<file path="config.mk">
export PLATFORM = sky130hd
export DESIGN_NAME = quad_encoder_counter_flat
export DESIGN_NICKNAME = d
export VERILOG_FILES = /design/src/rtl/qenc_pkg.sv /design/src/rtl/quad_encoder_counter_if.sv /design/src/rtl/qenc_channel.sv /design/src/rtl/quad_encoder_counter.sv /design/src/flat_wrapper.sv
export SDC_FILE = /design/constraint.sdc
export NUM_CORES = 1
export LEC_CHECK = 0
export CELL_PAD_IN_SITES_DETAIL_PLACEMENT = 1
export CELL_PAD_IN_SITES_GLOBAL_PLACEMENT = 1
export CORE_UTILIZATION = 40
export CTS_BUF_LIST = sky130_fd_sc_hd__clkbuf_2
export CTS_CLUSTER_DIAMETER = 150
export DETAILED_ROUTE_END_ITERATION = 10
export PLACE_DENSITY = 0.83
export REMOVE_ABC_BUFFERS = 1
export SETUP_SLACK_MARGIN = 0.4
export SYNTH_ARGS = -nofsm -noshare
export SYNTH_HDL_FRONTEND = slang
export SYNTH_SLANG_ARGS = --single-unit
</file>
<file path="constraint.sdc">
create_clock -name clk -period 4.7 [get_ports clk]
set_clock_uncertainty 0.15 [all_clocks]
set_input_delay 0.94 -clock clk [delete_from_list [all_inputs] [get_ports clk]]
set_output_delay 0.94 -clock clk [all_outputs]
set_load 0.01 [all_outputs]
</file>
<file path="src/rtl/qenc_pkg.sv">
// Shared definitions for the quadrature encoder counter: register offsets,
// CTRL/STATUS bit positions, address field widths and the x4 step decoder.
package qenc_pkg;

    localparam int DATA_W = 32;
    localparam int ADDR_W = 4;
    localparam int CH_W   = 2;
    localparam int REG_W  = 2;

    typedef enum logic [REG_W-1:0] {
        REG_COUNT   = 2'd0,
        REG_CTRL    = 2'd1,
        REG_COMPARE = 2'd2,
        REG_RSVD    = 2'd3
    } reg_sel_e;

    localparam int CTRL_EN    = 0;
    localparam int CTRL_INV   = 1;
    localparam int CTRL_IE    = 2;
    localparam int CTRL_ERR   = 8;
    localparam int CTRL_OVF   = 9;
    localparam int CTRL_MATCH = 10;

    typedef enum logic [1:0] {
        STEP_NONE,
        STEP_FWD,
        STEP_REV,
        STEP_ERR
    } step_e;

    // {A,B} forward sequence is 00 -> 01 -> 11 -> 10 -> 00.
    function automatic step_e decode_step(input logic [1:0] prev, input logic [1:0] cur);
        logic [1:0] fwd_next;
        case (prev)
            2'b00:   fwd_next = 2'b01;
            2'b01:   fwd_next = 2'b11;
            2'b11:   fwd_next = 2'b10;
            default: fwd_next = 2'b00;
        endcase
        if (prev == cur)
            return STEP_NONE;
        if ((prev ^ cur) == 2'b11)
            return STEP_ERR;
        if (cur == fwd_next)
            return STEP_FWD;
        return STEP_REV;
    endfunction

endpackage

</file>
<file path="src/rtl/quad_encoder_counter_if.sv">
// Register bus between a host and the quadrature encoder counter.
interface quad_encoder_counter_if;
    import qenc_pkg::*;

    logic              rden;
    logic              wren;
    logic [ADDR_W-1:0] addr;
    logic [DATA_W-1:0] din;
    logic [DATA_W-1:0] dout;

    modport master (output rden, output wren, output addr, output din, input dout);
    modport slave  (input rden, input wren, input addr, input din, output dout);

endinterface

</file>
<file path="src/rtl/qenc_channel.sv">
// One encoder channel: synchronizer, x4 decoder, counter and its registers.
// Compare/MATCH logic exists only when QENC_COMPARE_EN is defined.
module qenc_channel
    import qenc_pkg::*;
#(
    parameter int CNT_WIDTH = 16
) (
    input  logic                 clk,
    input  logic                 reset,
    input  logic                 enc_a,
    input  logic                 enc_b,
    input  logic                 wr_en,
    input  reg_sel_e             reg_sel,
    input  logic [CNT_WIDTH-1:0] wdata_cnt,
    input  logic [2:0]           wdata_cfg,
    input  logic [2:0]           wdata_w1c,
    output logic [CNT_WIDTH-1:0] count,
    output logic [CNT_WIDTH-1:0] compare,
    output logic [DATA_W-1:0]    ctrl_word,
    output logic                 irq_ch
);

    localparam logic [CNT_WIDTH-1:0] CNT_MAX = '1;

    logic [1:0] sync1, sync2, prev_ab;
    logic [1:0] hold_cnt;
    step_e      step_q;
    logic       en, inv, ie, err, ovf, match;

    logic                 fwd, rev, cnt_event, wrap;
    logic                 count_wr, ctrl_wr;
    logic [CNT_WIDTH-1:0] count_next;
    logic [2:0]           w1c;
    logic                 err_set, ovf_set, match_set;

    always_comb begin
        fwd        = 1'b0;
        rev        = 1'b0;
        count_next = count;
        wrap       = 1'b0;
        if (step_q == STEP_FWD) begin
            fwd = !inv;
            rev = inv;
        end else if (step_q == STEP_REV) begin
            fwd = inv;
            rev = !inv;
        end
        if (fwd) begin
            count_next = count + 1'b1;
            wrap       = (count == CNT_MAX);
        end else if (rev) begin
            count_next = count - 1'b1;
            wrap       = (count == '0);
        end
    end

    // A COUNT write wins over a same-cycle count event, which is then lost.
    assign count_wr  = wr_en && (reg_sel == REG_COUNT);
    assign ctrl_wr   = wr_en && (reg_sel == REG_CTRL);
    assign cnt_event = en && (fwd || rev) && !count_wr;
    assign w1c       = ctrl_wr ? wdata_w1c : 3'b000;
    assign err_set   = (step_q == STEP_ERR);
    assign ovf_set   = cnt_event && wrap;

`ifdef QENC_COMPARE_EN
    logic compare_wr;
    assign compare_wr = wr_en && (reg_sel == REG_COMPARE);
    assign match_set  = cnt_event && (count_next == compare);

    always_ff @(posedge clk or posedge reset) begin
        if (reset)
            compare <= '0;
        else if (compare_wr)
            compare <= wdata_cnt;
    end
`else
    assign match_set = 1'b0;
    assign compare   = '0;
`endif

    always_ff @(posedge clk or posedge reset) begin
        if (reset) begin
            sync1    <= 2'b00;
            sync2    <= 2'b00;
            prev_ab  <= 2'b00;
            hold_cnt <= 2'd3;
            step_q   <= STEP_NONE;
            count    <= '0;
            en       <= 1'b1;
            inv      <= 1'b0;
            ie       <= 1'b0;
            err      <= 1'b0;
            ovf      <= 1'b0;
            match    <= 1'b0;
        end else begin
            sync1   <= {enc_a, enc_b};
            sync2   <= sync1;
            prev_ab <= sync2;
            // Hold off decoding until prev_ab has caught up with the pins.
            if (hold_cnt != 2'd0)
                hold_cnt <= hold_cnt - 2'd1;
            step_q <= (hold_cnt != 2'd0) ? STEP_NONE : decode_step(prev_ab, sync2);

            if (count_wr)
                count <= wdata_cnt;
            else if (cnt_event)
                count <= count_next;

            if (ctrl_wr) begin
                en  <= wdata_cfg[0];
                inv <= wdata_cfg[1];
                ie  <= wdata_cfg[2];
            end
            err   <= err_set   | (err   & ~w1c[0]);
            ovf   <= ovf_set   | (ovf   & ~w1c[1]);
            match <= match_set | (match & ~w1c[2]);
        end
    end

    always_comb begin
        ctrl_word             = '0;
        ctrl_word[CTRL_EN]    = en;
        ctrl_word[CTRL_INV]   = inv;
        ctrl_word[CTRL_IE]    = ie;
        ctrl_word[CTRL_ERR]   = err;
        ctrl_word[CTRL_OVF]   = ovf;
        ctrl_word[CTRL_MATCH] = match;
    end

    assign irq_ch = ie && (err || ovf || match);

endmodule

</file>
<file path="src/rtl/quad_encoder_counter.sv">
// Multi-channel quadrature encoder counter with a small register file.
// Define QENC_COMPARE_EN to enable the per-channel COMPARE/MATCH feature.
module quad_encoder_counter
    import qenc_pkg::*;
#(
    parameter int NUM_CH    = 2,
    parameter int CNT_WIDTH = 16
) (
    input  logic                        clk,
    input  logic                        reset,
    quad_encoder_counter_if.slave       bus,
    input  logic [NUM_CH-1:0]           enc_a,
    input  logic [NUM_CH-1:0]           enc_b,
    output logic                        irq
);

    logic [CH_W-1:0]      ch_sel;
    reg_sel_e             reg_sel;
    logic [CNT_WIDTH-1:0] count_arr   [NUM_CH];
    logic [CNT_WIDTH-1:0] compare_arr [NUM_CH];
    logic [DATA_W-1:0]    ctrl_arr    [NUM_CH];
    logic [NUM_CH-1:0]    irq_vec;
    logic [DATA_W-1:0]    rdata;
    logic [2:0]           wdata_cfg, wdata_w1c;

    assign ch_sel    = bus.addr[ADDR_W-1:REG_W];
    assign reg_sel   = reg_sel_e'(bus.addr[REG_W-1:0]);
    assign wdata_cfg = {bus.din[CTRL_IE], bus.din[CTRL_INV], bus.din[CTRL_EN]};
    assign wdata_w1c = {bus.din[CTRL_MATCH], bus.din[CTRL_OVF], bus.din[CTRL_ERR]};

    // Channel indices beyond NUM_CH have no instance, so their writes fall away.
    for (genvar g = 0; g < NUM_CH; g++) begin : g_ch
        logic wr_en;
        assign wr_en = bus.wren && (ch_sel == CH_W'(g));

        qenc_channel #(
            .CNT_WIDTH (CNT_WIDTH)
        ) u_channel (
            .clk       (clk),
            .reset     (reset),
            .enc_a     (enc_a[g]),
            .enc_b     (enc_b[g]),
            .wr_en     (wr_en),
            .reg_sel   (reg_sel),
            .wdata_cnt (bus.din[CNT_WIDTH-1:0]),
            .wdata_cfg (wdata_cfg),
            .wdata_w1c (wdata_w1c),
            .count     (count_arr[g]),
            .compare   (compare_arr[g]),
            .ctrl_word (ctrl_arr[g]),
            .irq_ch    (irq_vec[g])
        );
    end

    always_comb begin
        rdata = '0;
        if (bus.rden && !reset) begin
            for (int i = 0; i < NUM_CH; i++) begin
                if (ch_sel == CH_W'(i)) begin
                    case (reg_sel)
                        REG_COUNT:   rdata = DATA_W'(count_arr[i]);
                        REG_CTRL:    rdata = ctrl_arr[i];
                        REG_COMPARE: rdata = DATA_W'(compare_arr[i]);
                        default:     rdata = '0;
                    endcase
                end
            end
        end
    end

    assign bus.dout = rdata;
    assign irq      = |irq_vec;

endmodule

</file>
<file path="src/flat_wrapper.sv">
// flat-port wrapper written by rule: the top's interface ports become plain ports
module quad_encoder_counter_flat import qenc_pkg::*;
#(
    parameter int NUM_CH    = 2,
    parameter int CNT_WIDTH = 16
)
  (clk, reset, enc_a, enc_b, irq, bus_rden, bus_wren, bus_addr, bus_din, bus_dout);
  quad_encoder_counter_if bus_i ();
  input  logic clk;
  input  logic reset;
  input  logic [NUM_CH-1:0] enc_a;
  input  logic [NUM_CH-1:0] enc_b;
  output logic irq;
  input wire logic [$bits(bus_i.rden)-1:0] bus_rden;
  input wire logic [$bits(bus_i.wren)-1:0] bus_wren;
  input wire logic [$bits(bus_i.addr)-1:0] bus_addr;
  input wire logic [$bits(bus_i.din)-1:0] bus_din;
  output wire logic [$bits(bus_i.dout)-1:0] bus_dout;
  assign bus_i.rden = bus_rden;
  assign bus_i.wren = bus_wren;
  assign bus_i.addr = bus_addr;
  assign bus_i.din = bus_din;
  assign bus_dout = bus_i.dout;
  quad_encoder_counter #(.NUM_CH(NUM_CH), .CNT_WIDTH(CNT_WIDTH)) u_core (.clk(clk), .reset(reset), .bus(bus_i), .enc_a(enc_a), .enc_b(enc_b), .irq(irq));
endmodule
</file>
Word-level counts from Yosys, hierarchy flattened. Cells that the tools add are included.

Add/subtract/negate cells: 6. Eq/ne operators: 20. Multiplexer cells: 55. Bitwise logic cells: 18. Reduce and logical (&&, ||, !) cells: 41.

Operators with widths (number): $mux 16 (8); $mux 32 (3); $pmux 16 s2 (2); $add 16x1->16 const B (2); $eq 16x16->1 const B (2); $logic_not 16->1 (2); $sub 16x1->16 const B (2); $mux 2 (14); $mux 1 (24); $eq 2x2->1 const B (8); $logic_and 1x1->1 (15); $eq 2x1->1 const B (6); $pmux 2 s3 (2); $eq 2x2->1 (4); $logic_not 2->1 (4); $reduce_bool 2->1 (4); $and 1x1->1 (6); $logic_or 1x1->1 (6); $mux 3 (2); $not 1->1 (6); $reduce_bool 3->1 (2); $logic_not 1->1 (5); $or 1x1->1 (4); $reduce_and 2->1 (2); other kinds (3) (5).

Register bits: 64. Input port bits: 44. Word-level logic and storage cells: 164.

Depth between registers and ports, before layout. Gate-level depths: netlist (run 1).

Depth after elaboration: 10. Mapped depth: 12. Gate-level depth less buffers: 10.

By module. A second synthesis (run 1) with hierarchy kept.

Cells, all modules: 800. Area total of the unflattened synthesis: 6301.0 µm².

Modules (own cells, without submodules): qenc_channel (instances 2, cells each 299, area each 2494.9 µm², sequential area each 804.5 µm²); quad_encoder_counter (instances 1, cells each 202, area each 1311.3 µm², sequential area each 0.0 µm²).

Worst setup path before layout (run 1). OpenSTA, ideal clock, no wires.

Path kind: input to output. Start: input reset. End: output bus_dout[11]. Arrival time: 3.134 ns. Slack: 0.476 ns. Stages on the path: 4. Path buffers: 1. Path through: inv_1 > nand2_1 > clkbuf_1 > nor2_1.

Cells in the longest elaborated chain, start to end: 3.

RTL lines: from (decl) (line flat_wrapper.sv:10) `input logic reset;`; $logic_not 1->1 (line quad_encoder_counter.sv:57) `if (bus.rden && !reset) begin`; $logic_and 1x1->1 (line quad_encoder_counter.sv:57); $mux 32 (line quad_encoder_counter.sv:57); to (decl) (line flat_wrapper.sv:18) `output wire logic [$bits(bus_i.dout)-1:0] bus_dout;`.

Every way passes these cells.

Worst setup path in the final report (run 1).
Start: input bus_addr[3]. End: output bus_dout[1].

Cells in the longest elaborated chain, start to end: 4. Elaborated cells between the ends (all ways): 5. Those cells by class: eq/ne: 1; mux: 3; reduce/logical: 1.

RTL lines: from (decl) (line flat_wrapper.sv:16) `input wire logic [$bits(bus_i.addr)-1:0] bus_addr;`; $logic_not 2->1 (line quad_encoder_counter.sv:59) `if (ch_sel == CH_W'(i)) begin`; $mux 32 (line quad_encoder_counter.sv:59); $mux 32 * (line quad_encoder_counter.sv:59); $mux 32 * (line quad_encoder_counter.sv:57).

Mark *: on every way between the ends. The rest lies on a longest branch, timed or not.

==> metrics.yaml, run 1 <==
status: "completed"
pin_count: 77
setup_viol: 0
cp-startpoint: "bus_addr[3]"
worst_slew_pin_slew_ns: 0.818
pwr-share-seq: 0.480
startpoint_type: "input port"
core_sq_um: 10400
r2r_end: "u_core.g_ch[0].u_channel.count[12]$_DFFE_PP0P_"
grt_pass1_vias: 3990
finalCritPeriodShare: 0.873
p_clk_frac: 0.193
crit_path_end: "bus_dout[1]"
cp_slowest_cell: "clkdlybuf4s50_1"
fin_total_pwr_uw: 2080
layout-drive-gt1-share: 0.0919
critPathBufInv: 3
drt-initial-drc-count: 284
vias: 4051
path_delay_family: "buffers and inverters"
synth.area.top_cells: "dfrtp_1, nand2_1, xnor2_1"
wl_microns: 13300
dp.cells: 664
cts_root_buf: "clkbuf_2"
syn-instance-count: 519
required_ns: 3.61
antenna_found_initial: 0
viasPerCell: 5.96
ys.flop_type: "dfrtp_1"
cp_num_cells: 6
synthArstFlopShare: 1.00
synth_top_area_share: 0.337
p_leak_uw: 0.00178
yosysSeqAreaShare: 0.374
r2r-start: "u_core.g_ch[0].u_channel.inv$_DFFE_PP0P_"
routed_wire_length_per_instance_microns: 19.5
clock_latency_ns: 0.57
hold_violations: 0
grt_max_degree: 65
nFillCells: 1265
avgSynthCellArea_sq_um: 8.30
swShare: 0.437
layout_min_cycle_time_ns: 4.10
ys_ff_latch: 64
cts_setup_buffers: 0
combPwrFrac: 0.327
layout_common_cells: "nand2_1, dfrtp_1, nor2_1"
r2r_cells: 10
die_x_microns: 106
overflow: 0
ctsLongestPathBuffers: 2
die_area_sq_um: 11200
ant_nets: 0
finalHoldWorstSlack_ns: 0.230
ff_latch_area_sq_um: 1610
dp_hpwl_microns: 9720
p_sw_uw: 911
slew_viol_final: 0
yosysUniqueCellTypes: 63
maxCapViolations: 0
multiInputGateArea_sq_um: 2440
die_y_microns: 106
worstPathArrival_ns: 3.01
yosys.area.top_type: "dfrtp_1"
holdBufCountCts: 0
fin_tns_setup_ns: 0
hp-class: "register to register"
fmax_ghz: 0.244
numCtsBuffers: 9
gp_congestion: 0.915
layout_commonest_cell: "nand2_1"
critical_path.max_stage_delay_ns: 0.60
fin_nets: 587
htreeDepth: 3
slew-limit-headroom: 0.441
grt_usage: 0.252
initial_core_util: 0.415
rows: 37
crit_path_end_kind: "output pin"
area_growth_syn_to_layout_pct: 13.2
peakVddDrop_mv: 0.245
drc: 0
crit_chain: "clkdlybuf4s50_1, nor4b_2, buf_4, a22oi_1, a21oi_1, clkdlybuf4s50_1"
grt_pass1_wl_microns: 21800
p_per_area_nw_per_um2: 427
synth_area_sq_um: 4310
cts.sinks: 64
clk_pin_slew_ns: 0.19
reg2reg_slack_ns: 1.09
finalNonFillerCells: 680
firstDrtPassIters: 4
port_buffers: 44
rsz0062_at_grt: "false"
path_common_cell: "clkdlybuf4s50_1"
synth_edf_count: 0
yosysWarningCount: 0
diodes: 0
critPathKind: "input port to output pin"
power.internal_uw: 1170
crit_fanout: 18
cts_tree: "built"
## what timing repair did
item / CTS / global route
hold endpoints to repair: 0 / 0
endpoints found under the setup margin: 0 / 6
resized for setup: 0 / 1
## final cells by class
cell class | count | area share
Clock buffer | 9 | 0.00923
Timing Repair Buffer | 48 | 0.0969
Sequential cell | 64 | 0.330
Multi-Input combinational cell | 404 | 0.500
Tap cell | 136 | 0.0349
Inverter | 12 | 0.00923
Clock inverter | 7 | 0.0195
## synthesized netlist by cell type, types with 12 or more instances
master / n
nand3_1: 14
nand4_1: 12
nand2_1: 62
clkbuf_1: 31
inv_1: 12
mux2_2: 12
nor3_1: 13
nor2_1: 46
buf_4: 16
dfrtp_1: 58
a22oi_1: 17
xnor2_1: 21
a21oi_1: 34
o21ai_0: 30
## worst register-to-register path, delay by kind of cell (launching register included)
family / cells / cell delay [ns]
adder cells (fa/ha/maj): 1 / 0.29
XOR/XNOR: 2 / 0.34
flip-flops: 1 / 0.47
AO/OA/AOI/OAI: 3 / 0.99
AND/OR/NAND/NOR: 4 / 1.24
## power groups by stage
stage	sequential, uW	clock (uW)	combinational, uW
finish	1000	402	681
detailed placement	1000	0	672
CTS	991	413	676
global placement	986	0	632
floorplan	890	0	501
global route	1030	435	760
## cells by family (layout without fill, tap and decap cells)
kind of cell	count (synthesis)	after routing	synth area share
simple gates	208	208	0.244
compound gates	126	126	0.186
buf+inv	66	76	0.0744
flops	64	64	0.374
xor+xnor	32	32	0.0651
mux	18	18	0.0453
fa+ha+maj	4	4	0.0116
other cells	1	16	0.000870
## how the worst min path moves through the flow
stage	startpoint	endpoint	depth (start not counted)
floorplan	u_core.g_ch[0].u_channel.sync1[0]$_DFF_PP0_	u_core.g_ch[0].u_channel.sync2[0]$_DFF_PP0_	0
global placement	u_core.g_ch[1].u_channel.sync1[1]$_DFF_PP0_	u_core.g_ch[1].u_channel.sync2[1]$_DFF_PP0_	0
detailed placement	u_core.g_ch[1].u_channel.sync1[0]$_DFF_PP0_	u_core.g_ch[1].u_channel.sync2[0]$_DFF_PP0_	0
CTS	u_core.g_ch[1].u_channel.sync1[0]$_DFF_PP0_	u_core.g_ch[1].u_channel.sync2[0]$_DFF_PP0_	0
global route	u_core.g_ch[1].u_channel.sync1[1]$_DFF_PP0_	u_core.g_ch[1].u_channel.sync2[1]$_DFF_PP0_	0
finish	u_core.g_ch[1].u_channel.sync1[0]$_DFF_PP0_	u_core.g_ch[1].u_channel.sync2[0]$_DFF_PP0_	0
## metal layers
| layer | GRT usage | vias up | part of all wire |
|---|---|---|---|
| met5 | 0 | - | 0 |
| met4 | 0.0665 | 0 | 0.017 |
| met3 | 0.0439 | 22 | 0.052 |
| met2 | 0.402 | 142 | 0.47 |
| met1 | 0.352 | 2014 | 0.46 |
| li1 | - | 1873 | - |
## stage by stage
stage,setup slack (ns),utilization,area (sq um)
6_report,0.596,0.470,4880
4_1_cts,0.417,0.470,4880
2_1_floorplan,0.344,-,4090
3_5_place_dp,0.428,0.457,4740
5_1_grt,0.499,0.470,4880
3_3_place_gp,0.487,0.457,4740
## flip-flops by register name, summed over array words and instances (netlist names)
name,count
u_core.g_ch.u_channel.err,2
u_core.g_ch.u_channel.match,2
u_core.g_ch.u_channel.hold_cnt,4
u_core.g_ch.u_channel.prev_ab,4
u_core.g_ch.u_channel.sync1,4
u_core.g_ch.u_channel.en,2
u_core.g_ch.u_channel.ie,2
u_core.g_ch.u_channel.count,32
u_core.g_ch.u_channel.sync2,4
u_core.g_ch.u_channel.inv,2
u_core.g_ch.u_channel.ovf,2
u_core.g_ch.u_channel.step_q,4
(Power assumes the default switching activity.)
==> run 2: changes to the inputs <==
Settings changed: SLEW_MARGIN from default to 10.
==> results of run 2 <==
Final layout, timing and power as in run 1 (identical DEF).
==> run 3: changes to the inputs <==
Settings changed: CORE_ASPECT_RATIO from default to 0.5.
==> run 3 against run 2 <==
  * Combinational power shrank 0.9%
  * Die area grew 0.23%
  * Register-to-register slack lost 0.05 ns
  * Total power grew 1.3%
  * Cell count grew 0.59%
  * Critical path depth is the same
  * Critical path type unchanged
  * Largest power group unchanged
==> metrics.yaml, run 3 (synthesis gave the netlist of run 1 again) <==
status: "completed"
htreeDepth: 3  # unchanged
holdBufCountCts: 0  # unchanged
cp_slowest_cell: "clkdlybuf4s50_1"
die_y_microns: 75.4  # -29%
firstDrtPassIters: 5  # +1
initial_core_util: 0.416  # +0.00100
area_growth_syn_to_layout_pct: 13.5
fmax_ghz: 0.249  # +2.0%
clk_pin_slew_ns: 0.21  # +0.02 ns
fin_nets: 587  # unchanged
pin_count: 77  # unchanged
vias: 4084  # +0.81%
critPathBufInv: 3  # unchanged
gp_congestion: 0.875  # -4.4%
path_common_cell: "clkdlybuf4s50_1"
cts_setup_buffers: 0  # unchanged
wl_microns: 13300  # about the same
antenna_found_initial: 0  # unchanged
grt_usage: 0.248  # -0.00455
critPathKind: "input port to output pin"
overflow: 0  # unchanged
hp-class: "register to register"
setup_slack_ns: 0.677  # +0.0806 ns
peakVddDrop_mv: 0.189  # -23%
finalCritPeriodShare: 0.856  # -0.0171
required_ns: 3.61  # about the same
p_per_area_nw_per_um2: 431  # +1.0%
core_sq_um: 10300  # -0.24%
layout_min_cycle_time_ns: 4.02  # -0.0806 ns
grt_max_degree: 65  # unchanged
cts_root_buf: "clkbuf_2"
layout_common_cells: "nand2_1, dfrtp_1, nor2_1"
viasPerCell: 5.97  # +0.23%
clock_latency_ns: 0.55  # -0.02 ns
worstPathArrival_ns: 2.93  # -0.08 ns
finalNonFillerCells: 684  # +0.59%
ctsLongestPathBuffers: 2  # unchanged
maxCapViolations: 0  # unchanged
min_from: "u_core.g_ch[0].u_channel.sync1[1]$_DFF_PP0_"
dp_hpwl_microns: 9970  # +2.6%
rsz0062_at_grt: "false"
cp-startpoint: "bus_addr[3]"
die_x_microns: 149  # +41%
cts_tree: "built"
dp.cells: 668  # +0.60%
path_delay_family: "buffers and inverters"
crit_chain: "clkdlybuf4s50_1, nor4b_2, buf_4, a22oi_1, a21oi_1, clkdlybuf4s50_1"
p_leak_uw: 0.00179  # +0.61%
hold_violations: 0  # unchanged
layout-drive-gt1-share: 0.0938  # +0.00184
cts_resized: 0  # unchanged
fin_tns_setup_ns: 0  # unchanged
pre_cts_ws_ns: 0.468  # +0.0402 ns
startpoint_type: "input port"
crit_path_end_kind: "output pin"
cts.sinks: 64  # unchanged
diodes: 0  # unchanged
port_buffers: 44  # unchanged
layout_commonest_cell: "nand2_1"
setup_viol: 0  # unchanged
crit_fanout: 18  # unchanged
numCtsBuffers: 9  # unchanged
worst_slew_pin_slew_ns: 0.818  # +0.000538 ns
slew_viol_final: 0  # unchanged
grt_pass1_wl_microns: 21100  # -3.3%
grt_pass1_vias: 4022  # +0.80%
r2r-start: "u_core.g_ch[0].u_channel.step_q[1]$_DFF_PP0_"
drc: 0  # unchanged
drt-initial-drc-count: 243  # -14%
slew-limit-headroom: 0.455  # +0.0137
routed_wire_length_per_instance_microns: 19.4  # -0.52%
rows: 26  # -30%
largest_reg_flops: 32  # unchanged
critical_path.max_stage_delay_ns: 0.58  # -0.02 ns
die_area_sq_um: 11200  # +0.23%
ant_nets: 0  # unchanged
largest_register: "u_core.g_ch.u_channel.count"
-- run 3: cell count changes in the layout (fill, tap and decap cells not counted) --
cell	delta
clkinv_1	-1
inv_6	+1
clkinv_4	+2
clkinvlp_4	-2
-- run 3: report_power, final --
group | switching (uW) | internal [uW]
Sequential | 330 | 687
Clock | 236 | 181
Combinational | 366 | 310
-- run 3: worst paths after layout --
kind                       slack [ns]  depth (start not counted)                                              to
min reg2reg                      0.23                          0     u_core.g_ch[0].u_channel.sync2[1]$_DFF_PP0_
max                              0.68                          6                                    bus_dout[10]
min in group asynchronous        0.84                          3     u_core.g_ch[0].u_channel.sync2[1]$_DFF_PP0_
max in group asynchronous        2.99                          3          u_core.g_ch[0].u_channel.err$_DFF_PP0_
max reg2reg                      1.04                         10  u_core.g_ch[0].u_channel.count[12]$_DFFE_PP0P_
min                              0.23                          0     u_core.g_ch[0].u_channel.sync2[1]$_DFF_PP0_
-- run 3: layer usage --
| layer | share of wire | up-vias | wire, microns | GRT usage |
|---|---|---|---|---|
| met5 | 0 | - | 0 | 0 |
| met2 | 0.47 | 136 | 6220 | 0.421 |
| met4 | 0.017 | 0 | 228 | 0.0737 |
| li1 | - | 1871 | - | - |
| met1 | 0.45 | 2053 | 6000 | 0.321 |
| met3 | 0.065 | 24 | 860 | 0.0581 |
-- run 3: final cells by class --
| cell class | instances | area (sq um) |
|---|---|---|
| Clock buffer | 9 | 45.0 |
| Sequential cell | 64 | 1610 |
| Clock inverter | 7 | 103 |
| Tap cell | 140 | 175 |
| Inverter | 12 | 45.0 |
| Multi-Input combinational cell | 404 | 2440 |
| Timing Repair Buffer | 48 | 473 |
| Fill cell | 1254 | 5450 |
-- run 3: through the flow --
stage               area, sq um  hold WS, ns  utilization  power (uW)
floorplan                  4090        0.181            -        1390
global placement           4740        0.183        0.458        1640
detailed placement         4740        0.189        0.458        1680
CTS                        4890        0.235        0.473        2100
global route               4890        0.252        0.473        2240
finish                     4890        0.230        0.473        2110
